==> config.mk <==
export PLATFORM = sky130hd
export DESIGN_NAME = systolic_n_body_force_collector
export DESIGN_NICKNAME = d
export VERILOG_FILES = /design/src/rtl/systolic_n_body_force_collector.sv
export SDC_FILE = /design/constraint.sdc
export NUM_CORES = 2
export LEC_CHECK = 0
export BUFFER_PORTS_ARGS = -buffer_cell sky130_fd_sc_hd__buf_2
export CORE_AREA = 2 2 325 327
export DETAILED_ROUTE_END_ITERATION = 7
export DIE_AREA = 0 0 327 329
export PLACE_DENSITY = 0.58
export SKIP_LAST_GASP = 1
export SLEW_MARGIN = 15
export SYNTH_ARGS = -nofsm -noshare
export SYNTH_HDL_FRONTEND = slang
export SYNTH_SLANG_ARGS = --single-unit
==> constraint.sdc <==
create_clock -name clk -period 5.95 [get_ports clk]
set_input_delay 0.595 -clock clk [delete_from_list [all_inputs] [get_ports clk]]
set_output_delay 0.595 -clock clk [all_outputs]
set_load 0.01 [all_outputs]
==> src/rtl/systolic_n_body_force_collector.sv <==
// Drain-side force collector for the systolic n-body array.
// Accumulates per-body row/column partial sums over one timestep, then
// streams one saturated force per body, in index order, over valid/ready.
module systolic_n_body_force_collector #(
   parameter int N_BODIES = 8,
   parameter int WIDTH    = 32,
   parameter int IDX_W    = $clog2(N_BODIES)
) (
   input  logic             clk,
   input  logic             reset,
   input  logic             in_valid,
   output logic             in_ready,
   input  logic [IDX_W-1:0] in_i_base,
   input  logic [IDX_W-1:0] in_j_base,
   input  logic [WIDTH-1:0] in_p_right0,
   input  logic [WIDTH-1:0] in_p_right1,
   input  logic [WIDTH-1:0] in_p_down0,
   input  logic [WIDTH-1:0] in_p_down1,
   input  logic             in_last,
   output logic             out_valid,
   input  logic             out_ready,
   output logic [IDX_W-1:0] out_idx,
   output logic [WIDTH-1:0] out_force,
   output logic             out_last
);

   typedef enum logic [1:0] {ACCUM, DRAIN_LOAD, DRAIN} state_t;

   localparam logic [IDX_W-1:0] LAST_IDX = IDX_W'(N_BODIES - 1);

   state_t                  state_q;
   logic [IDX_W-1:0]        ptr_q;
   logic signed [WIDTH-1:0] acc_q [N_BODIES];
   logic signed [WIDTH-1:0] acc_d [N_BODIES];
   logic                    out_valid_q;
   logic                    out_last_q;
   logic [IDX_W-1:0]        out_idx_q;
   logic signed [WIDTH-1:0] out_force_q;

   // Clamp a two-bit-extended sum back into the WIDTH-bit signed range.
   function automatic logic [WIDTH-1:0] sat(input logic [WIDTH+1:0] x);
      if (x[WIDTH+1:WIDTH-1] == 3'b000 || x[WIDTH+1:WIDTH-1] == 3'b111)
         return x[WIDTH-1:0];
      else if (x[WIDTH+1])
         return {1'b1, {(WIDTH-1){1'b0}}};
      else
         return {1'b0, {(WIDTH-1){1'b1}}};
   endfunction

   // Candidate accumulator values for the current beat: every body sums the
   // lanes that address it and saturates once, so a diagonal block (row and
   // column hitting the same body) folds into one update.
   always_comb begin
      logic [WIDTH+1:0] sum;
      logic [WIDTH-1:0] rv;
      logic [WIDTH-1:0] dv;
      logic             hit_r;
      logic             hit_d;
      sum   = '0;
      rv    = '0;
      dv    = '0;
      hit_r = 1'b0;
      hit_d = 1'b0;
      for (int b = 0; b < N_BODIES; b++) begin
         hit_r = (b >> 1) == (int'(in_i_base) >> 1);
         hit_d = (b >> 1) == (int'(in_j_base) >> 1);
         rv    = (b % 2 == 1) ? in_p_right1 : in_p_right0;
         dv    = (b % 2 == 1) ? in_p_down1  : in_p_down0;
         sum   = {{2{acc_q[b][WIDTH-1]}}, acc_q[b]};
         if (hit_r) sum = sum + {{2{rv[WIDTH-1]}}, rv};
         if (hit_d) sum = sum + {{2{dv[WIDTH-1]}}, dv};
         acc_d[b] = (hit_r || hit_d) ? sat(sum) : acc_q[b];
      end
   end

   // Control FSM with registered drain outputs and accumulator storage.
   // The drain slot clears its accumulator as it is read, so the next
   // timestep starts from zero without a dedicated clear pass.
   always_ff @(posedge clk or negedge reset) begin
      if (!reset) begin
         state_q     <= ACCUM;
         ptr_q       <= '0;
         out_valid_q <= 1'b0;
         out_last_q  <= 1'b0;
         out_idx_q   <= '0;
         out_force_q <= '0;
         for (int b = 0; b < N_BODIES; b++) acc_q[b] <= '0;
      end else begin
         case (state_q)
            ACCUM: begin
               if (in_valid) begin
                  acc_q <= acc_d;
                  if (in_last) begin
                     ptr_q   <= '0;
                     state_q <= DRAIN_LOAD;
                  end
               end
            end
            DRAIN_LOAD: begin
               out_force_q   <= acc_q[ptr_q];
               out_idx_q     <= ptr_q;
               out_last_q    <= (ptr_q == LAST_IDX);
               out_valid_q   <= 1'b1;
               acc_q[ptr_q]  <= '0;
               state_q       <= DRAIN;
            end
            DRAIN: begin
               // Valid drops on every handshake so the load slot never
               // presents an already-consumed result a second time.
               if (out_ready) begin
                  out_valid_q <= 1'b0;
                  if (out_last_q) begin
                     state_q <= ACCUM;
                  end else begin
                     ptr_q   <= ptr_q + 1'b1;
                     state_q <= DRAIN_LOAD;
                  end
               end
            end
            default: state_q <= ACCUM;
         endcase
      end
   end

   assign in_ready  = (state_q == ACCUM);
   assign out_valid = out_valid_q;
   assign out_last  = out_last_q;
   assign out_idx   = out_idx_q;
   assign out_force = out_force_q;

endmodule
==> run_results.csv <==
group,metric,value,unit
drt,dr.pass1.iters,6,
synth,synth_top_area_share,16.0,%
setup_path,arrival,6.35,ns
cts,htree_levels,2,
worst_hold_path,hp-class,"input pin to flop",
cts,cts_tree,"built",
cts,clock-sinks,298,
floorplanning,die_h,329,um
synth,yosysUniqueCellTypes,96,
floorplanning,dieWidth,327,um
global_route,grt.overflow.total,0,
synth,synth_warnings,0,
drt,drt_iter0_drc,5815,
cts,clk_latency,0.68,ns
floorplanning,design.die.area,0.108,mm^2
pwr,power.leakage,25.4,nW
place,detailed_place_hpwl,185,mm
setup_path,rrSetupSlack,0.18,ns
pwr,pwr-share-comb,77.3,%
setup_path,rr_endpoint,"acc_q[3]",
setup_path,worstRegToRegCells,26,
pwr,switching_share,52.7,%
drt,drc,0,
sta,final_max_slew_viol_count,0,
sta,fin_ws,0.184,ns
worst_hold_path,worstHoldStart,"out_ready",
floorplanning,rows,119,
cts,clockRootBuffer,"clkbuf_16",
sta,timing_hold_violations_final,0,
floorplanning,initial_utilization,44.6,%
finish,drive_above_1_share,15.9,%
place,place_ws,-0.714,ns
setup_path,required,6.53,ns
drt,via_per_inst,6.35,
synth,synth-edff-count,0,
synth,yosys-top-cells-count,"902 x nand2_1, 716 x a21oi_1, 586 x o21ai_0, 530 x ha_1, 421 x nor2_1",
drt,avgRoutedWirePerCell,27.4,um
finish,area_delta_synth_final,19.2,%
global_route,grt_max_degree,128,
place,placed_cells,8316,
pwr,pwr-share-seq,13.5,%
sta,min_period,5.77,ns
drt,route.vias.total,53500,
drt,ant_nets,0,
place,dpl_cell_area,0.0534,mm^2
sta,fin_hold_ws,0.136,ns
global_route,grt_pass1_vias,49500,
global_route,grt_pass1_wl,333,mm
pwr,clockPowerShare,9.2,%
finish,layout.nets,7673,
setup_path,timing.rr.start,"acc_q[2]",
sta,max_slew_margin,10.3,%
global_route,track_usage,41.6,%
pwr,switching_power,19.0,mW
setup_path,crit_path_end_kind,"flop",
synth,synth.most_common_cell,"nand2_1",
global_route,antenna_found_initial,13,
cts,clk_pin_slew,0.06,ns
finish,utilization,53.2,%
pwr,power.density,650,mW/mm^2
synth,async_flop_share,100,%
synth,synthCells,6410,
worst_hold_path,min_to,"state_q[1]",
setup_path,worstSetupPathType,"flop to flop",
place,io_buffers,174,
cts,cts_inserted_buffers,48,
synth,syn_nets,7095,
sta,final-setup-viol-count,0,
sta,fmax,173,MHz
setup_path,critPathMaxStageDelay,0.45,ns
synth,synth_top_area_cell,"dfrtp_1",
sta,worstMarginPinSlew,1.35,ns
finish,finalNonFillerCells,8423,
cts,clockBufferDepth,3,
setup_path,slowest_stage,"dfrtp_2",
pwr,vdd_drop_max,0.309,mV
run_status,status,"finished, final reports clean",
place,globalplace.congestion,1.05,
synth,seq_area_frac_synth,16.0,%
floorplanning,coreArea,0.104,mm^2
drt,postRouteWirelength,231,mm
setup_path,cpMostUsedCell,"buf_4",
pwr,p_int,17.1,mW
synth,synth_flop_cell,"dfrtp_1",
flow_run,maxCapViolCount,0,
worst_hold_path,worstHoldPathCells,2,
setup_path,cp-start-kind,"flop",
sta,fin_crit_sh,96.9,%
floorplanning,pin_count,177,
synth,syn_avg_cell_area,7.26,um^2
synth,synth_seq_cells,298,
setup_path,crit_path_max_fanout,18,
sta,skew,0.0387,ns
synth,synthesis.area,0.0466,mm^2
finish,stdcell_area,0.0555,mm^2
synth,ys_top_cells_by_area,"dfrtp_1 16%, ha_1 14%, a21oi_1 7.7%, nand2_1 7.3%, o21ai_0 6.3%",
[worst max-delay path, delay by kind of cell, from the launching register on]
family                     cells  cell delay (ns)
and+or+nand+nor                3             0.44
xor gates and xnor gates       1             0.19
AOI/OAI and AO/OA             14             3.05
DFF                            1             0.45
muxes                          1             0.11
adders and majority gates      2             0.64
buffers and inverters          5             0.80
[cell families after synthesis]
logic type	count (synthesis)	synth area share, %
XOR/XNOR	424	7.98
flip-flops	298	16.0
AND/OR/NAND/NOR	1988	19.2
adder cells (fa/ha/maj)	546	14.9
AO/OA/AOI/OAI	2591	35.3
multiplexers	113	2.86
buffers and inverters	450	3.70
[repair_timing]
action | CTS | global route
endpoints found under the setup margin | 31 | 208
gates cloned | 0 | 2
buffers inserted | 0 | 9
hold buffers | 1 | 0
endpoints found under the hold margin | 72 | 0
pin swaps | 0 | 15
gates resized for setup | 4 | 54
[layout by cell type, fill, tap and decap left out, drive strengths merged, types with 121 or more instances in the layout]
master	count
nor2	421
a21o	242
o21ai	714
inv	121
nand2	904
o211ai	139
ha	530
xnor2	219
dfrtp	298
buf	852
nand3	125
a21oi	717
xor2	205
[how the worst max path moves through the flow]
stage	from	end	slack (ns)	cells past startpoint
after floorplan	in_p_right0[6]	acc_q[226]	0.24	24
after global placement	in_p_right1[0]	acc_q[13]	-0.70	29
after detailed placement	in_p_right1[0]	acc_q[22]	-0.71	29
after CTS	acc_q[2]	acc_q[22]	0.05	27
after global routing	acc_q[2]	acc_q[3]	-0.04	27
final	acc_q[2]	acc_q[3]	0.18	26
[power by group through the flow]
stage / Clock, mW / Sequential [mW] / Combinational (mW)
detailed placement: 0 / 4.77 / 26.8
global placement: 0 / 4.76 / 26.6
finish: 3.33 / 4.86 / 27.9
floorplan: 0 / 3.79 / 17.8
global route: 3.42 / 4.89 / 30.4
CTS: 3.35 / 4.75 / 27.0
[metal layers]
layer / vias up / share of wire (%) / track usage (%)
li1: 25100 / - / -
met1: 25400 / 41 / 53.5
met2: 2430 / 41 / 60.9
met3: 595 / 9.1 / 9.05
met4: 10 / 9.2 / 31.3
met5: - / 0.025 / 0
[metrics by stage]
stage	TNS (ns)	total power, mW
after floorplan	0	21.6
after global placement	-32.75	31.4
after detailed placement	-40.19	31.5
after CTS	0	35.1
after global routing	-0.113	38.7
final	0	36.1
[state kept, by name, indices dropped and copies added (netlist names)]
name,count
out_idx,3
state_q,2
out_last,1
out_valid,1
acc_q,256
ptr_q,3
out_force,32
[cell type report]
type / instances / area (um^2)
sequential: 298 / 7470
antenna: 4 / 10.0
tap: 1391 / 1740
timing repair buffer: 855 / 6310
clock inverter: 26 / 388
multi-input combinational: 5663 / 37700
fill: 10300 / 48900
inverter: 122 / 458
clock buffer: 64 / 1380
(Power assumes the default switching activity.)
